[src/rtl/i2c_txn_sequencer.sv]
// ============================================================================
// i2c_txn_sequencer
//
// Purpose:
//   Turns one request into the instruction sequence that the byte-level I2C
//   engine executes. A request carries a 7-bit address, an optional command
//   byte and 0..MAX_LEN data bytes. The sequence is START / ADDR / CMD /
//   DATA... / STOP. Write bytes are pulled from a valid/ready stream. Read
//   bytes, when the read path is built, are returned on a one-cycle pulse.
//   Every engine operation is guarded by a watchdog. A failure in the
//   address/command phase is retried a bounded number of times.
//
// Build option:
//   I2C_SEQ_READ_EN - when defined, the read path is built. This covers rw,
//                     the repeated START, i2c_nack, rd_data and rd_valid.
//                     When undefined, every request is a write and the read
//                     outputs are tied to 0.
//
// Ports:
//   clk, rst_n        system clock, asynchronous active-low reset
//   start             request strobe, sampled only while idle
//   rw                0 = write, 1 = read (read build only)
//   address, cmd      target address and command byte
//   use_cmd           send cmd after the address
//   len               data byte count, clamped to MAX_LEN
//   wr_data/valid     write byte stream in; wr_ready out
//   rd_data/rd_valid  read byte out, one-cycle pulse per byte
//   busy, done, error transaction status (error is sticky until next start)
//   instruction       engine op: 0 START, 1 STOP, 2 READ, 3 WRITE
//   enable_i2c        engine op request
//   byteToSend        engine write byte
//   i2c_nack          master NACK for the current READ op
//   i2c_rx_byte       engine read byte
//   i2c_error         engine error (NACK or bus fault)
//   i2c_complete      engine idle/complete
// ============================================================================
module i2c_txn_sequencer #(
    parameter int MAX_LEN     = 16,
    parameter int LEN_W       = $clog2(MAX_LEN + 1),
    parameter int RETRIES     = 2,
    parameter int TIMEOUT_CYC = 65535
) (
    input  logic             clk,
    input  logic             rst_n,
    input  logic             start,
    input  logic             rw,
    input  logic [6:0]       address,
    input  logic [7:0]       cmd,
    input  logic             use_cmd,
    input  logic [LEN_W-1:0] len,
    input  logic [7:0]       wr_data,
    input  logic             wr_valid,
    output logic             wr_ready,
    output logic [7:0]       rd_data,
    output logic             rd_valid,
    output logic             busy,
    output logic             done,
    output logic             error,
    output logic [1:0]       instruction,
    output logic             enable_i2c,
    output logic [7:0]       byteToSend,
    output logic             i2c_nack,
    input  logic [7:0]       i2c_rx_byte,
    input  logic             i2c_error,
    input  logic             i2c_complete
);

`ifdef I2C_SEQ_READ_EN
    localparam bit READ_EN = 1'b1;
`else
    localparam bit READ_EN = 1'b0;
`endif

    localparam int RET_W = (RETRIES > 0) ? $clog2(RETRIES + 1) : 1;
    localparam int WD_W  = $clog2(TIMEOUT_CYC + 1);

    localparam logic [1:0] OP_START = 2'd0;
    localparam logic [1:0] OP_STOP  = 2'd1;
    localparam logic [1:0] OP_READ  = 2'd2;
    localparam logic [1:0] OP_WRITE = 2'd3;

    // S_NEXT is the cycle between two engine ops. S_DATA waits for a write byte.
    typedef enum logic [1:0] {
        S_IDLE,
        S_NEXT,
        S_DATA,
        S_WAIT
    } state_t;

    // Phase of the transaction. While in S_WAIT this is the op in flight.
    // While in S_NEXT it is the op about to be issued.
    typedef enum logic [2:0] {
        P_START,
        P_ADDR_W,
        P_CMD,
        P_RSTART,
        P_ADDR_R,
        P_DATA,
        P_READ,
        P_STOP
    } phase_t;

    // The reason a STOP is being issued decides what happens after it.
    typedef enum logic [1:0] {
        STOP_NORMAL,
        STOP_RETRY,
        STOP_FAIL
    } stop_t;

    state_t           state_q, state_d;
    phase_t           phase_q, phase_d;
    stop_t            stop_mode_q, stop_mode_d;
    logic [6:0]       addr_q, addr_d;
    logic [7:0]       cmd_q, cmd_d;
    logic             use_cmd_q, use_cmd_d;
    logic             rd_q, rd_d;
    logic [LEN_W-1:0] len_q, len_d;
    logic [LEN_W-1:0] cnt_q, cnt_d;
    logic [RET_W-1:0] retry_q, retry_d;
    logic [WD_W-1:0]  wd_q, wd_d;
    logic             started_q, started_d;
    logic             progress_q, progress_d;
    logic [1:0]       instr_q, instr_d;
    logic             enable_q, enable_d;
    logic [7:0]       byte_q, byte_d;
    logic             nack_q, nack_d;
    logic             wr_ready_q, wr_ready_d;
    logic [7:0]       rd_data_q, rd_data_d;
    logic             rd_valid_q, rd_valid_d;
    logic             busy_q, busy_d;
    logic             done_q, done_d;
    logic             error_q, error_d;

    logic             issue;
    phase_t           issue_phase;
    logic             timeout;
    logic             last_byte;
    logic [LEN_W-1:0] len_clamped;

    assign len_clamped = (len > LEN_W'(MAX_LEN)) ? LEN_W'(MAX_LEN) : len;
    assign timeout     = (wd_q == WD_W'(TIMEOUT_CYC - 1));
    assign last_byte   = ((cnt_q + LEN_W'(1)) == len_q);

    // Next-state logic. Each op is set up in one place, after the state case.
    // The op is issued when some branch raises `issue`.
    always_comb begin
        state_d     = state_q;
        phase_d     = phase_q;
        stop_mode_d = stop_mode_q;
        addr_d      = addr_q;
        cmd_d       = cmd_q;
        use_cmd_d   = use_cmd_q;
        rd_d        = rd_q;
        len_d       = len_q;
        cnt_d       = cnt_q;
        retry_d     = retry_q;
        wd_d        = wd_q;
        started_d   = started_q;
        progress_d  = progress_q;
        instr_d     = instr_q;
        enable_d    = enable_q;
        byte_d      = byte_q;
        nack_d      = nack_q;
        wr_ready_d  = wr_ready_q;
        rd_data_d   = rd_data_q;
        rd_valid_d  = 1'b0;
        busy_d      = busy_q;
        done_d      = 1'b0;
        error_d     = error_q;
        issue       = 1'b0;
        issue_phase = P_START;

        case (state_q)
            S_IDLE: begin
                if (start) begin
                    addr_d      = address;
                    cmd_d       = cmd;
                    use_cmd_d   = use_cmd;
                    len_d       = len_clamped;
                    // A read with no bytes degenerates into a write probe.
                    rd_d        = READ_EN && rw && (len_clamped != '0);
                    cnt_d       = '0;
                    retry_d     = RET_W'(RETRIES);
                    progress_d  = 1'b0;
                    stop_mode_d = STOP_NORMAL;
                    error_d     = 1'b0;
                    busy_d      = 1'b1;
                    issue       = 1'b1;
                    issue_phase = P_START;
                end
            end

            S_NEXT: begin
                if (phase_q == P_DATA) begin
                    wr_ready_d = 1'b1;
                    state_d    = S_DATA;
                end else begin
                    issue       = 1'b1;
                    issue_phase = phase_q;
                end
            end

            S_DATA: begin
                if (wr_valid && wr_ready_q) begin
                    wr_ready_d  = 1'b0;
                    byte_d      = wr_data;
                    progress_d  = 1'b1;
                    issue       = 1'b1;
                    issue_phase = P_DATA;
                end
            end

            S_WAIT: begin
                wd_d = wd_q + WD_W'(1);
                if (!i2c_complete) begin
                    started_d = 1'b1;
                end

                if (i2c_error || timeout) begin
                    enable_d = 1'b0;
                    if (phase_q == P_STOP) begin
                        // A failing STOP of a retry does not matter. Any other
                        // failing STOP ends the transaction in error.
                        if (stop_mode_q == STOP_RETRY) begin
                            stop_mode_d = STOP_NORMAL;
                            phase_d     = P_START;
                            state_d     = S_NEXT;
                        end else begin
                            state_d = S_IDLE;
                            busy_d  = 1'b0;
                            done_d  = 1'b1;
                            error_d = 1'b1;
                        end
                    end else begin
                        // Retry only while no data has been transferred.
                        // Once data moves, repeating it could duplicate side effects.
                        phase_d = P_STOP;
                        state_d = S_NEXT;
                        if (!progress_q && (retry_q != '0)) begin
                            stop_mode_d = STOP_RETRY;
                            retry_d     = retry_q - RET_W'(1);
                        end else begin
                            stop_mode_d = STOP_FAIL;
                        end
                    end
                end else if (started_q && i2c_complete) begin
                    enable_d = 1'b0;
                    state_d  = S_NEXT;
                    case (phase_q)
                        P_START: begin
                            phase_d = (rd_q && !use_cmd_q) ? P_ADDR_R : P_ADDR_W;
                        end
                        P_RSTART: begin
                            phase_d = P_ADDR_R;
                        end
                        P_ADDR_W: begin
                            if (use_cmd_q) begin
                                phase_d = P_CMD;
                            end else begin
                                phase_d = (len_q == '0) ? P_STOP : P_DATA;
                            end
                        end
                        P_CMD: begin
                            if (rd_q) begin
                                phase_d = P_RSTART;
                            end else begin
                                phase_d = (len_q == '0) ? P_STOP : P_DATA;
                            end
                        end
                        P_ADDR_R: begin
                            phase_d = P_READ;
                        end
                        P_DATA: begin
                            cnt_d   = cnt_q + LEN_W'(1);
                            phase_d = last_byte ? P_STOP : P_DATA;
                        end
                        P_READ: begin
                            rd_data_d  = i2c_rx_byte;
                            rd_valid_d = 1'b1;
                            progress_d = 1'b1;
                            cnt_d      = cnt_q + LEN_W'(1);
                            phase_d    = last_byte ? P_STOP : P_READ;
                        end
                        P_STOP: begin
                            if (stop_mode_q == STOP_RETRY) begin
                                stop_mode_d = STOP_NORMAL;
                                phase_d     = P_START;
                            end else begin
                                state_d = S_IDLE;
                                busy_d  = 1'b0;
                                done_d  = 1'b1;
                                error_d = (stop_mode_q == STOP_FAIL);
                            end
                        end
                        default: begin
                            phase_d = P_STOP;
                        end
                    endcase
                end
            end

            default: begin
                state_d = S_IDLE;
            end
        endcase

        // Set up the engine op. The watchdog and the start-seen flag restart for every op.
        if (issue) begin
            enable_d  = 1'b1;
            wd_d      = '0;
            started_d = 1'b0;
            nack_d    = 1'b0;
            phase_d   = issue_phase;
            state_d   = S_WAIT;
            case (issue_phase)
                P_START, P_RSTART: begin
                    instr_d = OP_START;
                end
                P_ADDR_W: begin
                    instr_d = OP_WRITE;
                    byte_d  = {addr_q, 1'b0};
                end
                P_CMD: begin
                    instr_d = OP_WRITE;
                    byte_d  = cmd_q;
                end
                P_ADDR_R: begin
                    instr_d = OP_WRITE;
                    byte_d  = {addr_q, 1'b1};
                end
                P_DATA: begin
                    instr_d = OP_WRITE;
                end
                P_READ: begin
                    instr_d = OP_READ;
                    nack_d  = (cnt_q == (len_q - LEN_W'(1)));
                end
                default: begin
                    instr_d = OP_STOP;
                end
            endcase
        end
    end

    // All state and every output are registered. Reset leaves the bus to the engine.
    always_ff @(posedge clk or negedge rst_n) begin
        if (!rst_n) begin
            state_q     <= S_IDLE;
            phase_q     <= P_START;
            stop_mode_q <= STOP_NORMAL;
            addr_q      <= '0;
            cmd_q       <= '0;
            use_cmd_q   <= 1'b0;
            rd_q        <= 1'b0;
            len_q       <= '0;
            cnt_q       <= '0;
            retry_q     <= '0;
            wd_q        <= '0;
            started_q   <= 1'b0;
            progress_q  <= 1'b0;
            instr_q     <= 2'd0;
            enable_q    <= 1'b0;
            byte_q      <= '0;
            nack_q      <= 1'b0;
            wr_ready_q  <= 1'b0;
            rd_data_q   <= '0;
            rd_valid_q  <= 1'b0;
            busy_q      <= 1'b0;
            done_q      <= 1'b0;
            error_q     <= 1'b0;
        end else begin
            state_q     <= state_d;
            phase_q     <= phase_d;
            stop_mode_q <= stop_mode_d;
            addr_q      <= addr_d;
            cmd_q       <= cmd_d;
            use_cmd_q   <= use_cmd_d;
            rd_q        <= rd_d;
            len_q       <= len_d;
            cnt_q       <= cnt_d;
            retry_q     <= retry_d;
            wd_q        <= wd_d;
            started_q   <= started_d;
            progress_q  <= progress_d;
            instr_q     <= instr_d;
            enable_q    <= enable_d;
            byte_q      <= byte_d;
            nack_q      <= nack_d;
            wr_ready_q  <= wr_ready_d;
            rd_data_q   <= rd_data_d;
            rd_valid_q  <= rd_valid_d;
            busy_q      <= busy_d;
            done_q      <= done_d;
            error_q     <= error_d;
        end
    end

    assign wr_ready    = wr_ready_q;
    assign busy        = busy_q;
    assign done        = done_q;
    assign error       = error_q;
    assign instruction = instr_q;
    assign enable_i2c  = enable_q;
    assign byteToSend  = byte_q;

`ifdef I2C_SEQ_READ_EN
    assign rd_data  = rd_data_q;
    assign rd_valid = rd_valid_q;
    assign i2c_nack = nack_q;
`else
    assign rd_data  = 8'h00;
    assign rd_valid = 1'b0;
    assign i2c_nack = 1'b0;

    logic unused_read_path;
    assign unused_read_path = ^{rd_data_q, rd_valid_q, nack_q};
`endif

endmodule

[config.mk]
export PLATFORM = sky130hd
export DESIGN_NAME = i2c_txn_sequencer
export DESIGN_NICKNAME = d
export VERILOG_FILES = /design/src/rtl/i2c_txn_sequencer.sv
export SDC_FILE = /design/constraint.sdc
export NUM_CORES = 1
export LEC_CHECK = 0
export BUFFER_PORTS_ARGS = -buffer_cell sky130_fd_sc_hd__buf_2
export CAP_MARGIN = 5
export CORE_MARGIN = 2
export CORE_UTILIZATION = 60
export DETAILED_ROUTE_END_ITERATION = 6
export GPL_ROUTABILITY_DRIVEN = 0
export HOLD_SLACK_MARGIN = 0.03
export PLACE_DENSITY_LB_ADDON = 0.08
export SLEW_MARGIN = 25
export SYNTH_ARGS = -nofsm -noshare
export SYNTH_HDL_FRONTEND = slang
export SYNTH_SLANG_ARGS = --single-unit
export TNS_END_PERCENT = 1
[constraint.sdc]
create_clock -name clk -period 4.65 [get_ports clk]
set_clock_uncertainty 0.1 [all_clocks]
set_input_delay 0.2325 -clock clk [delete_from_list [all_inputs] [get_ports clk]]
set_output_delay 0.2325 -clock clk [all_outputs]
set_load 0.05 [all_outputs]
Word level (Yosys, flattened, before mapping)
Cells that the tools add are included.

word-level totals
  register bits = 68
  word-level logic and storage cells = 175
  input port bits = 44
  output and inout bits = 25

cells by class
  order comparisons = 1
  $add $sub $neg = 3
  mux-type cells = 85
  reduce and logical (&&, ||, !) cells = 30
  equality and inequality tests = 37

operators by type and width
  operator                 count
  $mux W1                  36
  $mux W2                  17
  $mux W16                 2
  $mux W3                  9
  $mux W5                  5
  $mux W8                  3
  $pmux W3 S8              1
  $pmux W8 S3              1
  $ne A2 B2 Y1 const B     11
  $eq A3 B3 Y1 const B     7
  $add A16 B1 Y16 const B  1
  $eq A16 B16 Y1 const B   1
  $reduce_and A5 Y1        3
  $eq A3 B2 Y1 const B     4
  $pmux W2 S2              3
  $pmux W5 S2              1
  $ne A3 B3 Y1 const B     3
  $reduce_and A3 Y1        3
  $reduce_bool A3 Y1       3
  $reduce_bool A2 Y1       4
  $eq A2 B2 Y1 const B     3
  $eq A3 B1 Y1 const B     2
  $logic_not A3 Y1         2
  $pmux W1 S2              3
  other kinds (20)         28

Longest topological paths before layout
Gate-level depths: netlist (run 1).

  depth in word-level cells = 8
  gate-level depth with buffers = 8
  gate-level depth less buffers = 7

Worst setup path before layout (run 1)
No wires, ideal clock.

  path type = register to register
  from = reg state_q[0]
  to = reg byte_q[6], in the netlist byteToSend[6]
  arrival = 2.014 ns
  stages on the path, launching flop included = 9
  setup time = 0.137 ns
  buffers on the path = 1
  data required time = 4.413 ns
  clock period less this slack = 2.251 ns
  path slack = 2.399 ns
  path through = dfrtp_1 inv_1 ha_1 and3_1 buf_2 nor4_2 nor2_1 nor2_2 o22ai_1

between the ends
  longest elaborated chain between the ends = 5
  elaborated cells between the ends (all ways) = 11
  those cells by class = eq/ne (5); mux (5); reduce/logical (1)

ends and longest elaborated chain
  element                                       line  RTL
  start, declared                               110   state_t state_q, state_d;
  start signal, assigned                        372   state_q <= state_d;
  $eq A2 B2 Y1 or $eq A2 B1 Y1 (tied branches)  173   case (state_q)
  $pmux W3 S2                                   173
  $eq A3 B3 Y1, or another cell as far along    315   case (issue_phase)
  $pmux W8 S3                                   315
  $mux W8 (*)                                   308   if (issue) begin
  named net byte_d[6]                           125   logic [7:0] byte_q, byte_d;
  end signal, assigned                          387   byte_q <= byte_d;
  end, declared                                 125

The timed path passes the listed nets; every way through them passes the cells marked *.
A chain may end at the register's enable or synchronous reset.

Worst setup path after layout (run 1)
  from = reg state_q[1]
  to = reg byte_q[6], in the netlist byteToSend[6]

The elaborated chain is that of the path after synthesis.

==> results.sh, run 1 <==
export IMPL_synthCells=385
export IMPL_ant_nets=0
export IMPL_drive_above_1_share_pct=21.10
export IMPL_crit_arrival_ns=3.02
export IMPL_report_final_hold_viol_count=0
export IMPL_rsz0062_at_grt="false"
export IMPL_synth_top_cell_area_share_pct=44.66
export IMPL_setup_worst_path_start_class="flop"
export IMPL_critical_path_endpoint_type="flop"
export IMPL_numCtsBuffers=9
export IMPL_slowest_stage="nor4_2"
export IMPL_vdd_drop_max_uv=411.9
export IMPL_fin_setup_tns_ns=0
export IMPL_vias=3159
export IMPL_yosysSeqAreaShare_pct=44.66
export IMPL_viasPerCell=5.938
export IMPL_synth_distinct_cells=57
export IMPL_cts_root_buf="clkbuf_8"
export IMPL_grt_max_degree=69
export IMPL_synthMuxAreaShare_pct=10.08
export IMPL_die_area_um2=7003
export IMPL_initial_utilization_pct=61.05
export IMPL_synth_fa_ha_area_share_pct=2.956
export IMPL_outcome="finished clean"
export IMPL_port_buffers=49
export IMPL_leakagePower_nw=2.005
export IMPL_core_um2=6241
export IMPL_antenna_found_initial=0
export IMPL_synth_warnings=0
export IMPL_synth_compound_area_share_pct=15.30
export IMPL_post_cts_resized=0
export IMPL_path_clk_slew_ns=0.08
export IMPL_synth_top_family_by_area="simple AND/OR/NAND/NOR gates"
export IMPL_rrSetupSlack_ns=1.74
export IMPL_grt_pass1_wl_um=14550
export IMPL_routed_wl_um=8539
export IMPL_grt_usage_pct=25.93
export IMPL_n_antenna_cell=0
export IMPL_drtIter0Drc=222
export IMPL_worstPathMaxFanout=13
export IMPL_hold_class="input port to flop"
export IMPL_place_detailed_hpwl_um=5531
export IMPL_synth_common_cells="dfrtp_1, nand2_1, o21ai_0"
export IMPL_power_density_nw_per_um2=620.1
export IMPL_finalCritPeriodShare_pct=62.53
export IMPL_post_route_drc_count=0
export IMPL_grt_overflow_total=0
export IMPL_grt_pass1_vias=3098
export IMPL_worstSetupPathType="flop to flop"
export IMPL_min_period_ns=2.908
export IMPL_synthXorXnorAreaFrac_pct=3.350
export IMPL_cts_htree_levels=3
export IMPL_clk_latency_ns=0.36
export IMPL_slew_headroom_pct=35.83
export IMPL_setup_violations=0
export IMPL_slew_viol_final=0
export IMPL_drv_cap=0
export IMPL_async_flop_share_pct=100.0
export IMPL_fin_cells=532
export IMPL_synth_main_ff_cell="dfrtp_1"
export IMPL_ioPinCount=69
export IMPL_yosysTopAreaCell="dfrtp_1"
export IMPL_num_rows=29
export IMPL_dp_cells=496
export IMPL_synth_most_common_cell="dfrtp_1"
export IMPL_synth_simple_area_share_pct=18.62
export IMPL_syn2layout_area_growth_pct=17.37
export IMPL_nets=503
export IMPL_synth_area_leaders="dfrtp_1, mux2_2, mux2i_1"
export IMPL_synth_area_per_cell_um2=9.896
export IMPL_max_stage_delay_ns=0.79
export IMPL_cts_sink_count=68
export IMPL_worst_pin_slew_ns=0.9625
export IMPL_crit_required_ns=4.76
export IMPL_synth_area_um2=3810
export IMPL_wire_per_inst_um=16.05
export IMPL_synth_edff_count=0
export IMPL_max_freq_ghz=0.3439
export IMPL_clock_path_buffers=2
export IMPL_dieWidth_um=83.69
export IMPL_die_h_um=83.69
export IMPL_crit_chain="inv_1, ha_1, nand2_1, nor4_2, nor2_1, nor2_2, o22ai_1"
export IMPL_cts_tree="yes"
export IMPL_drtPass1Iterations=4
export IMPL_ys_seq_elements=68
[cell type report]
type	instances	area, um^2
clock inverter	7	82.58
multi-input combinational	288	1954
sequential	68	1702
timing repair buffer	73	475.5
tap	77	96.34
inverter	10	37.54
clock buffer	9	123.9
fill	471	1769
[where the power goes]
part,switching [mW],internal (mW),leakage [nW]
Clock,0.261,0.256,0.105
Combinational,0.787,0.472,1.04
Sequential,0.197,0.801,0.859
Total,1.24,1.53,2.00
[per-layer routing]
metal	global-route usage, %	vias up	routed length [um]
li1	-	1525	-
met1	35.34	1517	3902
met2	39.93	100	4005
met3	6.429	17	488
met4	10.56	0	143
met5	0	-	0
[cells by family (layout without fill, tap and decap cells)]
family	count (synthesis)	in the layout
AO/OA/AOI/OAI	85	85
XOR/XNOR	13	13
adder cells (fa/ha/maj)	9	9
buffers and inverters	38	99
flip-flops	68	68
multiplexers	36	36
other	1	10
AND/OR/NAND/NOR	135	135
[critical path: cells and delay by family (launching register included)]
| kind | cells | cell delay, ns |
|---|---|---|
| buf+inv | 1 | 0.11 |
| compound gates | 1 | 0.15 |
| fa+ha+maj | 1 | 0.48 |
| simple gates | 4 | 1.50 |
| flops | 1 | 0.42 |
[timing repair]
item	CTS	global route
hold buffers	20	0
hold endpoints to repair	87	0
setup buffers	0	0
[path summary, 6_finish.rpt]
check | from | endpoint | depth (start not counted)
setup / recovery | state_q[1] | byteToSend[6] | 7
hold / removal | len[1] | len_q[1] | 3
setup reg to reg | state_q[1] | byteToSend[6] | 7
hold reg to reg | enable_i2c | enable_i2c | 1
max in group asynchronous | rst_n | cmd_q[0] | 3
min in group asynchronous | rst_n | retry_q[1] | 3
[state kept, by name (all words and copies together), names as in the netlist, 2 cells and up]
| name | count |
|---|---|
| phase_q | 3 |
| cnt_q | 5 |
| len_q | 5 |
| stop_mode_q | 2 |
| byteToSend | 8 |
| cmd_q | 8 |
| wd_q | 16 |
| retry_q | 2 |
| instruction | 2 |
| addr_q | 7 |
| state_q | 2 |
[metrics by stage]
step	setup WS, ns	hold WS, ns	util (%)	power (mW)	area, um^2
2_1_floorplan	2.399	-0.1631	-	1.959	3844
3_3_place_gp	1.836	0.3347	65.14	2.206	4065
3_5_place_dp	1.779	0.3610	65.14	2.236	4065
4_1_cts	1.723	0.03679	71.65	2.769	4472
5_1_grt	1.463	0.04952	71.65	2.967	4472
6_report	1.742	0.03191	71.65	2.773	4472
[placed cells by master (no fill, tap or decap), types with 5 or more instances in the layout]
cell / instances
dlygate4sd3_1: 20
nand2_1: 44
dfrtp_1: 68
xor2_1: 6
nand3_1: 18
mux2i_1: 17
a21oi_1: 11
o21ai_0: 20
nand2b_1: 9
and3_1: 7
a22oi_1: 8
xnor2_1: 6
nor3_1: 6
a31oi_1: 6
conb_1: 10
ha_1: 9
nand4_1: 7
mux2_2: 19
o22ai_1: 7
buf_2: 49
and2_1: 5
nor2_1: 16
inv_1: 10
o211ai_1: 6
clkbuf_8: 9
(Power assumes the default switching activity.)
==> run 2: changes to the inputs <==
ABC_AREA = 1   (was default)
CORE_UTILIZATION = 56   (was 60)
clock period = 3 ns   (was 4.65 ns; I/O delays follow)
==> run 2 against run 1 <==
Against the previous run: total power shrank 32%; final cell count grew 30%; sequential power shrank 7.8%; combinational power shrank 90%; wire length grew 7.2%; register-to-register slack lost 1.1 ns; first-iteration DRC count shrank 6.3%; area after synthesis grew 3.3%.
==> results.sh, run 2 <==
export IMPL_outcome="finished clean"
export IMPL_ioPinCount=69
export IMPL_synth_edff_count=0
export IMPL_nets=646
export IMPL_cp_num_buf_inv=3
export IMPL_n_antenna_cell=0
export IMPL_synth_top_cell_area_share_pct=43.24
export IMPL_pwr_share_comb_pct=6.4
export IMPL_slew_headroom_pct=46.46
export IMPL_rsz0062_at_grt="false"
export IMPL_pwr_share_seq_pct=48.7
export IMPL_async_flop_share_pct=100.0
export IMPL_dieWidth_um=87.83
export IMPL_clock_power_share_pct=44.9
export IMPL_die_h_um=87.83
export IMPL_dpl_instance_area_um2=4233
export IMPL_post_cts_resized=0
export IMPL_switching_power_mw=0.4347
export IMPL_grt_max_degree=37
export IMPL_postLayoutCellArea_um2=4750
export IMPL_core_um2=6794
export IMPL_worstSetupPathType="flop to flop"
export IMPL_power_density_nw_per_um2=397.7
export IMPL_path_clk_slew_ns=0.07
export IMPL_viasPerCell=5.163
export IMPL_ff_latch_area_um2=1702
export IMPL_rrSetupSlack_ns=0.65
export IMPL_totalPowerFinal_mw=1.889
export IMPL_clock_path_buffers=2
export IMPL_final_util_pct=69.91
export IMPL_crit_path_start="state_q[0]"
export IMPL_yosysSeqAreaShare_pct=43.24
export IMPL_top_register="wd_q"
export IMPL_r2r_end="state_q[1]"
export IMPL_drv_cap=0
export IMPL_fin_cells=694
export IMPL_crit_chain="inv_1, ha_1, nand3_2, buf_4, nand3_1, nand2_2, buf_4, nand2_4, o211ai_4, nand2_1, o21ai_1"
export IMPL_max_freq_ghz=0.4247
export IMPL_cts_tree="yes"
export IMPL_routed_wl_um=9153
export IMPL_crit_arrival_ns=2.53
export IMPL_initial_utilization_pct=57.92
export IMPL_cts_sink_count=68
export IMPL_die_area_um2=7713
export IMPL_slew_viol_final=0
export IMPL_grt_pass1_vias=3443
export IMPL_sw_frac_of_total_pct=23.01
export IMPL_min_period_ns=2.354
export IMPL_syn2layout_area_growth_pct=20.70
export IMPL_finalCritPeriodShare_pct=78.48
export IMPL_max_stage_delay_ns=0.42
export IMPL_multi_input_area_um2=1953
export IMPL_drtPass1Iterations=4
export IMPL_synth_common_cells="nand2_1, dfrtp_1, inv_1"
export IMPL_leakagePower_nw=2.438
export IMPL_fillers=562
export IMPL_intPower_mw=1.454
export IMPL_synth_main_ff_cell="dfrtp_1"
export IMPL_crit_required_ns=3.18
export IMPL_drtIter0Drc=208
export IMPL_synth_area_um2=3935
export IMPL_setup_slack_ns=0.6456
export IMPL_synth_most_common_cell="nand2_1"
export IMPL_place_detailed_hpwl_um=6219
export IMPL_synth_area_leaders="dfrtp_1, nand2_1, nand3_1"
export IMPL_post_route_drc_count=0
export IMPL_worst_hold_slack_ns=0.04527
export IMPL_worst_pin_slew_ns=0.8031
export IMPL_synth_area_per_cell_um2=7.701
export IMPL_grt_pass1_wl_um=15230
export IMPL_vias=3583
export IMPL_cts_htree_levels=3
export IMPL_yosysTopAreaCell="dfrtp_1"
export IMPL_pre_cts_ws_ns=0.6931
export IMPL_num_rows=30
export IMPL_report_final_hold_viol_count=0
export IMPL_ant_nets=0
export IMPL_grt_usage_pct=25.33
export IMPL_path_depth=11
export IMPL_synthCells=511
export IMPL_wire_per_inst_um=13.19
export IMPL_fin_setup_tns_ns=0
export IMPL_reg2reg_depth=11
export IMPL_cts_root_buf="clkbuf_8"
export IMPL_ys_seq_elements=68
export IMPL_synth_warnings=0
export IMPL_final_cell_mix="nand2_1, dfrtp_1, buf_2"
export IMPL_numCtsBuffers=9
export IMPL_antenna_found_initial=0
export IMPL_drive_above_1_share_pct=18.06
export IMPL_dp_cells=648
export IMPL_setup_violations=0
export IMPL_grt_overflow_total=0
export IMPL_vdd_drop_max_uv=244.5
export IMPL_port_buffers=49
export IMPL_cp_common_cell="buf_4"
export IMPL_worstPathMaxFanout=18
export IMPL_worstReg2RegStart="state_q[0]"
export IMPL_clk_latency_ns=0.35
export IMPL_synth_distinct_cells=45
export IMPL_critical_path_endpoint_type="flop"
export IMPL_setup_worst_path_start_class="flop"
export IMPL_critical_path_top_delay_family="buffers and inverters"
export IMPL_setup_worst_path_end="state_q[1]"
export IMPL_largest_reg_flops=16
export IMPL_slowest_stage="dfrtp_1"
export IMPL_final_common_cell="nand2_1"
export IMPL_hold_class="input port to flop"
## run 2: cell types whose count changed after synthesis, moves of 9 or more
cell	previous run	this run
nand2_1	44	191
nand3_1	18	30
mux2i_1	17	0
o21ai_1	1	13
inv_1	10	36
mux2_2	19	0
nand2b_1	9	0
nor2_1	16	30
## run 2: routing by layer
layer	share of wire [%]	vias to the layer above	GRT usage, %
met4	2.6	0	13.29
li1	-	1805	-
met5	0	-	0
met2	49	81	41.60
met1	45	1676	32.57
met3	3.3	21	3.582
## run 2: cell type report
type / count / share of cell area [%]
tap: 96 / 2.529
timing repair buffer: 85 / 12.43
inverter: 44 / 3.530
clock buffer: 11 / 2.977
clock inverter: 5 / 1.581
multi-input combinational: 385 / 41.12
sequential: 68 / 35.83
## run 2: repair_timing
action,in CTS,in global routing
endpoints found under the hold margin,64,0
hold buffers,30,0
buffers inserted,0,0
endpoints found under the setup margin,0,0
## run 2: how the worst min path moves through the flow
| stage | slack [ns] | to | cells past startpoint | startpoint |
|---|---|---|---|---|
| global route | 0.07 | byteToSend[7] | 5 | wr_data[7] |
| CTS | 0.04 | byteToSend[7] | 5 | wr_data[7] |
| finish | 0.05 | byteToSend[7] | 5 | wr_data[7] |
| detailed placement | 0.19 | retry_q[0] | 1 | rst_n |
| global placement | 0.19 | retry_q[0] | 1 | rst_n |
| floorplan | -0.25 | addr_q[0] | 0 | rst_n |
## run 2: power by group through the flow
stage	Clock [mW]	Sequential, mW	Combinational [mW]
floorplan	0	0.941	0.0504
global placement	0	0.938	0.0896
detailed placement	0	0.938	0.0907
CTS	0.857	0.920	0.120
global route	0.897	0.920	0.132
finish	0.848	0.920	0.121
## run 2: kinds of logic (layout without fill, tap and decap cells)
| kind of cell | Yosys count | count (layout) | synth area share [%] |
|---|---|---|---|
| AOI/OAI and AO/OA | 78 | 78 | 12.53 |
| buffers and inverters | 67 | 145 | 7.981 |
| other | 1 | 10 | 0.09530 |
| xor gates and xnor gates | 1 | 1 | 0.2226 |
| adders and majority gates | 9 | 9 | 2.862 |
| DFF | 68 | 68 | 43.24 |
| and+or+nand+nor | 287 | 287 | 33.07 |
## run 2: worst min-delay path, stage by stage
cell	delay, ns
buf_2	0.07
nand2_1	0.06
nand2_1	0.06
nand2_1	0.05
o21ai_1	0.06
